File: src/rtl/traffic_sensor_front.sv
// traffic_sensor_front
//   Vehicle-detector front end for the two-street traffic light controller.
//   Raw loop detectors are synchronized, debounced and latched into request
//   lines that stay high until the street's car light goes green. Also
//   tracks per-street wait time and raises a sticky fault on conflicting
//   light codes.
//
// Ports
//   CLK            clock, all state on rising edge
//   RST            synchronous active-high reset
//   RAW_A, RAW_B   asynchronous raw detectors (1 = vehicle present)
//   A, B           car light codes from controller: 00 red, 01 yellow, 10 green, 11 illegal
//   SA, SB         registered requests
//   WAIT_A, WAIT_B saturating count of edges the request has already been high
//   FAULT          sticky light-conflict flag, cleared only by RST

module traffic_sensor_front #(
    parameter int unsigned DEBOUNCE = 3,
    parameter int unsigned WAIT_W   = 4
) (
    input  logic              CLK,
    input  logic              RST,
    input  logic              RAW_A,
    input  logic              RAW_B,
    input  logic [1:0]        A,
    input  logic [1:0]        B,
    output logic              SA,
    output logic              SB,
    output logic [WAIT_W-1:0] WAIT_A,
    output logic [WAIT_W-1:0] WAIT_B,
    output logic              FAULT
);

    localparam int unsigned CntW = (DEBOUNCE > 1) ? $clog2(DEBOUNCE) : 1;
    localparam logic [CntW-1:0]   CntMax  = CntW'(DEBOUNCE - 1);
    localparam logic [WAIT_W-1:0] WaitMax = {WAIT_W{1'b1}};

    localparam logic [1:0] LightRed     = 2'b00;
    localparam logic [1:0] LightGreen   = 2'b10;
    localparam logic [1:0] LightIllegal = 2'b11;

    // Index 0 is street A, index 1 is street B.
    logic [1:0]        raw;
    logic [1:0]        light [2];

    logic [1:0]        sync1_q, sync1_d;
    logic [1:0]        sync2_q, sync2_d;
    logic [1:0]        filt_q,  filt_d;
    logic [CntW-1:0]   cnt_q    [2];
    logic [CntW-1:0]   cnt_d    [2];
    logic [1:0]        req_q,   req_d;
    logic [WAIT_W-1:0] wait_q   [2];
    logic [WAIT_W-1:0] wait_d   [2];
    logic              fault_q, fault_d;

    always_comb begin
        raw      = {RAW_B, RAW_A};
        light[0] = A;
        light[1] = B;

        for (int i = 0; i < 2; i++) begin
            sync1_d[i] = raw[i];
            sync2_d[i] = sync1_q[i];

            // Debounce: a differing sample must persist DEBOUNCE cycles in a row.
            filt_d[i] = filt_q[i];
            cnt_d[i]  = cnt_q[i];
            if (sync2_q[i] == filt_q[i]) begin
                cnt_d[i] = '0;
            end else if (cnt_q[i] == CntMax) begin
                filt_d[i] = sync2_q[i];
                cnt_d[i]  = '0;
            end else begin
                cnt_d[i] = cnt_q[i] + CntW'(1);
            end

            // Green clears ahead of any set; yellow and illegal hold.
            req_d[i] = req_q[i];
            if (light[i] == LightGreen) begin
                req_d[i] = 1'b0;
            end else if (light[i] == LightRed && filt_q[i]) begin
                req_d[i] = 1'b1;
            end

            // Counts only edges where the request was already high, and drops to
            // zero on the same edge the request clears.
            if (req_d[i] && req_q[i]) begin
                wait_d[i] = (wait_q[i] == WaitMax) ? wait_q[i] : wait_q[i] + WAIT_W'(1);
            end else begin
                wait_d[i] = '0;
            end
        end

        fault_d = fault_q
                | ((A != LightRed) && (B != LightRed))
                | (A == LightIllegal)
                | (B == LightIllegal);
    end

    always_ff @(posedge CLK) begin
        if (RST) begin
            sync1_q <= '0;
            sync2_q <= '0;
            filt_q  <= '0;
            req_q   <= '0;
            fault_q <= 1'b0;
            for (int i = 0; i < 2; i++) begin
                cnt_q[i]  <= '0;
                wait_q[i] <= '0;
            end
        end else begin
            sync1_q <= sync1_d;
            sync2_q <= sync2_d;
            filt_q  <= filt_d;
            req_q   <= req_d;
            fault_q <= fault_d;
            for (int i = 0; i < 2; i++) begin
                cnt_q[i]  <= cnt_d[i];
                wait_q[i] <= wait_d[i];
            end
        end
    end

    assign SA     = req_q[0];
    assign SB     = req_q[1];
    assign WAIT_A = wait_q[0];
    assign WAIT_B = wait_q[1];
    assign FAULT  = fault_q;

endmodule

File: config.mk
export PLATFORM = sky130hd
export DESIGN_NAME = traffic_sensor_front
export DESIGN_NICKNAME = d
export VERILOG_FILES = /design/src/rtl/traffic_sensor_front.sv
export SDC_FILE = /design/constraint.sdc
export NUM_CORES = 1
export LEC_CHECK = 0
export ABC_AREA = 1
export CORE_MARGIN = 5
export CORE_UTILIZATION = 29
export DETAILED_ROUTE_END_ITERATION = 16
export GPL_ROUTABILITY_DRIVEN = 0
export PLACE_DENSITY_LB_ADDON = 0.12
export SLEW_MARGIN = 10
export SYNTH_ARGS = -nofsm -noshare
export SYNTH_HDL_FRONTEND = slang
export SYNTH_SLANG_ARGS = --single-unit
File: constraint.sdc
create_clock -name CLK -period 2 [get_ports CLK]
set_input_delay 0.4 -clock CLK [delete_from_list [all_inputs] [get_ports CLK]]
set_output_delay 0.4 -clock CLK [all_outputs]
set_load 0.02 [all_outputs]
Yosys cells after proc, flatten, opt, wreduce, memory -nomap -nowiden
Memories as Yosys holds them, arrays and structs flattened.
Cells that the tools add are included.
{ "op_classes": {"eq_ne": 10, "reduce_logical": 11, "bitwise_logic": 9, "mux": 19, "n_addsub": 4} }
{ "ops": {"columns": ["cell", "n"], "rows": [
  ["two-way mux 4 bit", 6],
  ["== test 2 bit (second input constant)", 6],
  ["two-way mux 2 bit", 6],
  ["adder 4 x 1 -> 4 bit (second input constant)", 2],
  ["== test 4 bit (second input constant)", 2],
  ["two-way mux 1 bit", 7],
  ["OR 1 bit", 7],
  ["logical AND 1 bit", 5],
  ["adder 2 x 1 -> 2 bit (second input constant)", 2],
  ["zero test 2 bit", 2],
  ["AND reduction 2 bit", 2],
  ["nonzero test 2 bit", 2],
  ["== test 1 bit", 2],
  ["NOT 1 bit", 2]
]} }
{ "totals": {"ram_bits": 12, "mem_count": 2, "output_inout_bits": 11, "input_bits": 8, "ff_bits": 9, "elab_cells": 61} }
{ "mem_list": {"columns": ["name", "words", "word_bits", "read_ports", "rd_clocked_by_memory_dff", "write_ports", "line_no", "rtl"], "rows": [
  ["wait_q", 2, 4, 2, 0, 2, "52", "logic [WAIT_W-1:0] wait_q [2];"],
  ["cnt_q", 2, 2, 2, 0, 2, "49", "logic [CntW-1:0] cnt_q [2];"]
]} }

Depth between registers and ports, before layout
Gate-level depths: netlist (run 1).
{ "logic_depth": {"ltp_word": 7, "ltp_mapped": 6, "mapped_depth_nobuf": 6} }

Worst setup path before layout (run 1)
Ideal clock, no wire load.
{ "synth_path": {"path_kind": "reg-to-reg", "startpoint": "mem wait_q[1][0] (netlist: wait_q[0][4])", "endpoint": "mem wait_q[1][0] (netlist: wait_q[0][4])", "n_path_buf": 0, "required_ns": 1.886, "setup_time_ns": 0.114, "t_arrival_ns": 1.022, "slack_ns": 0.864, "synth_period_minus_slack_ns": 1.136, "path_stages_with_launch": 5, "path_cell_list": "dfxtp_1 ha_1 nand3_1 nor2_1 nor2_1"} }
{ "synth_rtl": {"columns": ["item", "line_no"], "rows": [
  ["start, declared", "52"]
]} }

==> results of run 1 <==
[metal layers]
metal  vias to the layer above  track usage  part of all wire
met5                         -            0                 0
met4                         0       0.0389             0.010
met3                         2       0.0204             0.031
met2                        11        0.141              0.44
met1                       320        0.108              0.52
li1                        415            -                 -
[placed cells by master (no fill, tap or decap), types with 3 or more instances in the layout]
cell type        count
o21ai_0              4
nand2_1             26
nand3_1              5
clkbuf_4             3
inv_1               19
dfxtp_1             21
ha_1                 4
a21oi_1              9
nor2_1              26
clkdlybuf4s50_1     18
[power groups by stage]
stage / logic [mW] / registers, mW / clock network, mW
3_3_place_gp: 0.0455 / 0.438 / 0
6_report: 0.0453 / 0.428 / 0.205
4_1_cts: 0.0463 / 0.428 / 0.218
2_1_floorplan: 0.0223 / 0.440 / 0
3_5_place_dp: 0.0460 / 0.438 / 0
5_1_grt: 0.0508 / 0.430 / 0.240
[tightest hold or removal path, delay by kind of cell, from the launching register on]
family                 cells  cell delay (ps)
buffers and inverters      1               40
flip-flops                 1              320
AND/OR/NAND/NOR            1               30
[final timing paths]
check | startpoint | end | slack [ps] | cells past startpoint
max | wait_q[0][6] | WAIT_B[2] | 260 | 1
max reg2reg | wait_q[0][0] | wait_q[0][0] | 900 | 5
min reg2reg | sync1_q[0] | sync2_q[0] | 410 | 2
min | sync1_q[0] | sync2_q[0] | 410 | 2
[sequential cells by signal (all words and copies together) (netlist names)]
| register | count |
|---|---|
| req_q | 2 |
| sync1_q | 2 |
| sync2_q | 2 |
| wait_q | 8 |
| FAULT | 1 |
| cnt_q | 4 |
| filt_q | 2 |
[logic make-up (layout without fill, tap and decap cells)]
logic type | after synthesis | in the layout | share of synthesized area
buf+inv | 21 | 42 | 0.101
fa+ha+maj | 4 | 4 | 0.0553
xor+xnor | 1 | 1 | 0.00968
compound gates | 13 | 13 | 0.0719
flops | 21 | 21 | 0.465
simple gates | 62 | 62 | 0.297
[layout make-up]
class / count / area share
flip-flops and latches: 21 / 0.364
well taps: 44 / 0.0477
repair buffers: 18 / 0.156
inverters: 20 / 0.0693
multi-input cells: 80 / 0.340
clock buffers: 4 / 0.0228
[stage by stage]
step | area, sq um | util | cells | power, mW
global placement | 1130 | 0.373 | 183 | 0.483
detailed placement | 1130 | 0.373 | 183 | 0.484
CTS | 1150 | 0.381 | 187 | 0.693
global route | 1150 | 0.381 | 187 | 0.720
finish | 1150 | 0.381 | 187 | 0.679
floorplan | 905 | - | 122 | 0.462
==> results by group, run 1 <==
Outcome
  • Outcome: completed

Clock tree
  • CTS tree: done
  • CTS Buf Count: 3
  • Root buffer cell: clkbuf_4
  • Hold-fix buffers, CTS: 0
  • Reg clk slew, reported paths: 110 ps
  • CTS Buffer Depth: 2
  • H-tree depth: 1
  • Post-CTS Resized: 0
  • Clk sinks: 21
  • Clk_lat worst skew: 300 ps
  • Post-CTS setup buffer count: 0

Pwr
  • Gate power share: 0.067
  • Total internal power: 525 uW
  • Leak: 0.470 nW
  • PD cells: 588 mW/mm^2
  • Peak supply drop: between 200 and 300 uV
  • Sw frac: 0.226
  • Power share of the clock group: 0.302
  • NetSw: approximately 150 uW
  • Sequential Power Share: 0.631

Final layout
  • Ant. Diodes: 0
  • Combined area of the multi-input logic cells: between 300 and 400 sq um
  • Layout Nets: 156
  • Syn-to-layout area delta: 27.7%
  • # fillers: roughly 340
  • Share of cells above drive strength 1: 0.0559
  • Register Area: 420 sq um

Timing
  • Worst-margin pin slew: between 300 and 400 ps
  • Total negative slack: 0 ps
  • Fin crit share: 0.872
  • Worst relative slew slack: 0.773
  • Unrepaired setup endpoints after global routing: no
  • Fmax: 0.573 GHz
  • Slew Limit Fails: 0
  • Final WS setup: roughly 260 ps
  • # setup viols final: 0
  • Hold WS: slightly above 400 ps
  • Clock Skew: 5.25 ps
  • Count of final hold-check violations: 0
  • Period minus WS final: 1740 ps

Yosys
  • Sequential share of the synthesized area: 0.465
  • Syn Inst Count: 122
  • Area contributors post-synth: dfxtp_1, nand2_1, nor2_1
  • Ys Warns: 0
  • Post-synth EDFFs: 0
  • Area leader, netlist: dfxtp_1
  • Yosys cell types: 16
  • Synth Area per Inst: about 7.4 sq um
  • Commonest cells post-synth: nand2_1, nor2_1, dfxtp_1
  • Top-area cell type share of the netlist area: 0.465
  • Mapped Area: slightly above 900 sq um
  • #FFs+latches synth: 21
  • Synth Flop Type: dfxtp_1
  • Mapped Nets: 134
  • Synth async-reset ratio: 0

Drt
  • Initial drt markers: 20
  • First-pass iteration count of the detailed router: 4
  • Via count: roughly 750
  • WL final: 1.67 mm
  • Vias per std cell: 4.00
  • DRC: 0
  • DR WL/cell: a little under 9 um
  • Antenna Nets Post-Route: 0

Floorplanning
  • # rows: 20
  • Initial core utilization: 0.299
  • Io pins: 19
  • Die area: 0.00434 sq mm
  • Die Y: 65.9 um
  • Die Width: 65.9 um
  • Core Region: 0.00303 sq mm

Worst setup path
  • CP Buf/Inv Count: 1
  • WP data arrival: 1340 ps
  • CP Class: reg2out
  • Crit end category: output pin
  • Slowest cell on crit path: clkdlybuf4s50_1
  • Crit path launch type: flop
  • Critical path, cell by cell: clkdlybuf4s50_1
  • WP data required: roughly 1600 ps
  • Slowest Stage Delay on Critical Path: around 630 ps
  • Delay-heaviest family, CP: buffers and inverters
  • Crit path max fanout: 5

GRT
  • All-Layer GR Usage: 0.0870
  • First-pass GRT wire length: 2.92 mm
  • Grt ovf: 0
  • Antenna violations before repair: 0
  • Largest net degree at the start of global routing: 12
  • Number of global-route vias before repair: 710

Worst hold path
  • Hold Path Class: reg2reg

Placement
  • Pre-CTS WS: 425 ps
  • DP Wirelength: 1.31 mm
  • Count of input and output buffers: 18

Flow run
  • Max Cap Viol: 0
Note: power is estimated with default switching activity, not from simulation.
==> run 2, diff against run 1 <==
- CORE_MARGIN: 5 -> default
- CORE_UTILIZATION: 29 -> 25
==> run 2 against run 1 <==
Clock-buffer cell count down 1; combinational power shrank 0.9%; die area is 11% lower; via count up 0.40%; core utilization decreased by 3.9 points; power rose by 0.15%; critical endpoint unchanged; largest cell class unchanged.
==> results by group, run 2 (synthesis gave the netlist of run 1 again) <==
Clock tree
  • CTS Buf Count: 3
  • Clk sinks: 21
  • CTS Buffer Depth: 2
  • H-tree depth: 1
  • Post-CTS setup buffer count: 0
  • Post-CTS Resized: 0
  • Hold-fix buffers, CTS: 0
  • CTS tree: done
  • Clk_lat worst skew: 300 ps
  • Reg clk slew, reported paths: 120 ps
  • Root buffer cell: clkbuf_4

Floorplanning
  • Core Region: 0.00339 sq mm
  • # rows: 21
  • Die area: slightly below 0.004 sq mm
  • Die Y: just over 60 um
  • Initial core utilization: 0.267
  • Die Width: 62.2 um
  • Io pins: 19

GRT
  • First-pass GRT wire length: 2.71 mm
  • All-Layer GR Usage: 0.0884
  • Grt ovf: 0
  • M1 GR Usage: 0.0998
  • Antenna violations before repair: 0
  • Met2 GRT Util: 0.154
  • Number of global-route vias before repair: 684
  • Layer with the highest usage: met2
  • Largest net degree at the start of global routing: 14
  • Grt met3 use: 0.0331

Pwr
  • Total internal power: 523 uW
  • Power share of the clock group: 0.304
  • Peak supply drop: 334 uV
  • Sequential Power Share: 0.630
  • PD cells: 585 mW/mm^2
  • Leak: 0.469 nW
  • Sw frac: 0.230
  • NetSw: between 150 and 200 uW
  • Gate power share: 0.066

Worst setup path
  • FF-to-FF Start: wait_q[0][1]
  • Worst Reg-to-Reg Cells: 5
  • Slowest Stage Delay on Critical Path: 630 ps
  • WP data required: 1600 ps
  • R2r endpoint: wait_q[0][1]
  • Critical path, cell by cell: clkdlybuf4s50_1
  • Levels on crit path: 1
  • Reg2reg setup slack: 860 ps
  • Crit path launch type: flop
  • Delay-heaviest family, CP: buffers and inverters
  • CP Class: reg2out
  • Crit path max fanout: 5
  • WP data arrival: 1350 ps
  • Crit end category: output pin
  • Slowest cell on crit path: clkdlybuf4s50_1
  • Critical path endpoint: WAIT_B[2]
  • Crit. Startpoint: wait_q[0][6]
  • CP Buf/Inv Count: 1

Drt
  • Initial drt markers: 12
  • DRC: 0
  • DR WL/cell: 8.37 um
  • Via count: 751
  • Antenna Nets Post-Route: 0
  • Vias per std cell: around 4
  • WL final: 1.58 mm
  • First-pass iteration count of the detailed router: 2

Timing
  • Final WS setup: 247 ps
  • Count of final hold-check violations: 0
  • Fmax: 0.570 GHz
  • Worst-margin pin slew: 338 ps
  • Fin crit share: 0.877
  • Worst relative slew slack: 0.774
  • Period minus WS final: about 1800 ps
  • Total negative slack: 0 ps
  • Slew Limit Fails: 0
  • Unrepaired setup endpoints after global routing: no
  • # setup viols final: 0
  • Clock Skew: 3.91 ps

Placement
  • Count of input and output buffers: 18
  • Cell total after placement: about 190
  • DP Wirelength: between 1 and 1.5 mm
  • Pre-CTS WS: 425 ps

Final layout
  • Largest reg by FF count: wait_q
  • Share of cells above drive strength 1: 0.0629
  • # fillers: 377
  • Max FFs per register: 8
  • Finished Layout Cells: 189
  • Commonest cells after routing, fill and taps aside: nor2_1, nand2_1, dfxtp_1
  • Syn-to-layout area delta: 28.4%
  • Ant. Diodes: 0
  • Layout Nets: 156
  • Largest regs: wait_q: 8 flops, cnt_q: 4 flops

Flow run
  • Max Cap Viol: 0

Worst hold path
  • Hold Path Class: reg2reg

Outcome
  • Outcome: completed
run 2: per-layer routing:
layer / vias to the layer above / share of wire
li1: 415 / -
met1: 324 / 0.47
met2: 10 / 0.48
met3: 2 / 0.031
met4: 0 / 0.015
met5: - / 0
run 2: stage by stage:
step | utilization | power, mW | hold WS [ps] | area (sq um)
after floorplan | - | 0.462 | 388 | 905
after global placement | 0.334 | 0.483 | 394 | 1130
after detailed placement | 0.334 | 0.483 | 397 | 1130
after CTS | 0.343 | 0.699 | 417 | 1160
after global routing | 0.343 | 0.726 | 432 | 1160
final | 0.343 | 0.680 | 412 | 1160
run 2: how the worst min path moves through the flow:
stage	start	endpoint	slack, ps	cells after the start
final	sync1_q[0]	sync2_q[0]	410	2
after floorplan	sync1_q[0]	sync2_q[0]	390	2
after CTS	sync1_q[1]	sync2_q[1]	420	2
after global routing	cnt_q[0][2]	cnt_q[0][2]	430	1
after detailed placement	sync1_q[1]	sync2_q[1]	400	2
after global placement	sync1_q[0]	sync2_q[0]	390	2
run 2: layout make-up:
type                    instances  area [sq um]  area share
flip-flops and latches         21           420       0.362
multi-input cells              80           393       0.338
repair buffers                 18           180       0.155
inverters                      20          80.1      0.0690
well taps                      46          57.6      0.0496
clock buffers                   3          22.5      0.0194
clock inverters                 1          7.51     0.00647
run 2: power groups by stage:
| stage | Clock, mW | Sequential, mW | Combinational [mW] |
|---|---|---|---|
| 2_1_floorplan | 0 | 0.440 | 0.0223 |
| 3_3_place_gp | 0 | 0.438 | 0.0455 |
| 4_1_cts | 0.224 | 0.428 | 0.0460 |
| 3_5_place_dp | 0 | 0.438 | 0.0457 |
| 6_report | 0.206 | 0.428 | 0.0449 |
| 5_1_grt | 0.245 | 0.430 | 0.0512 |
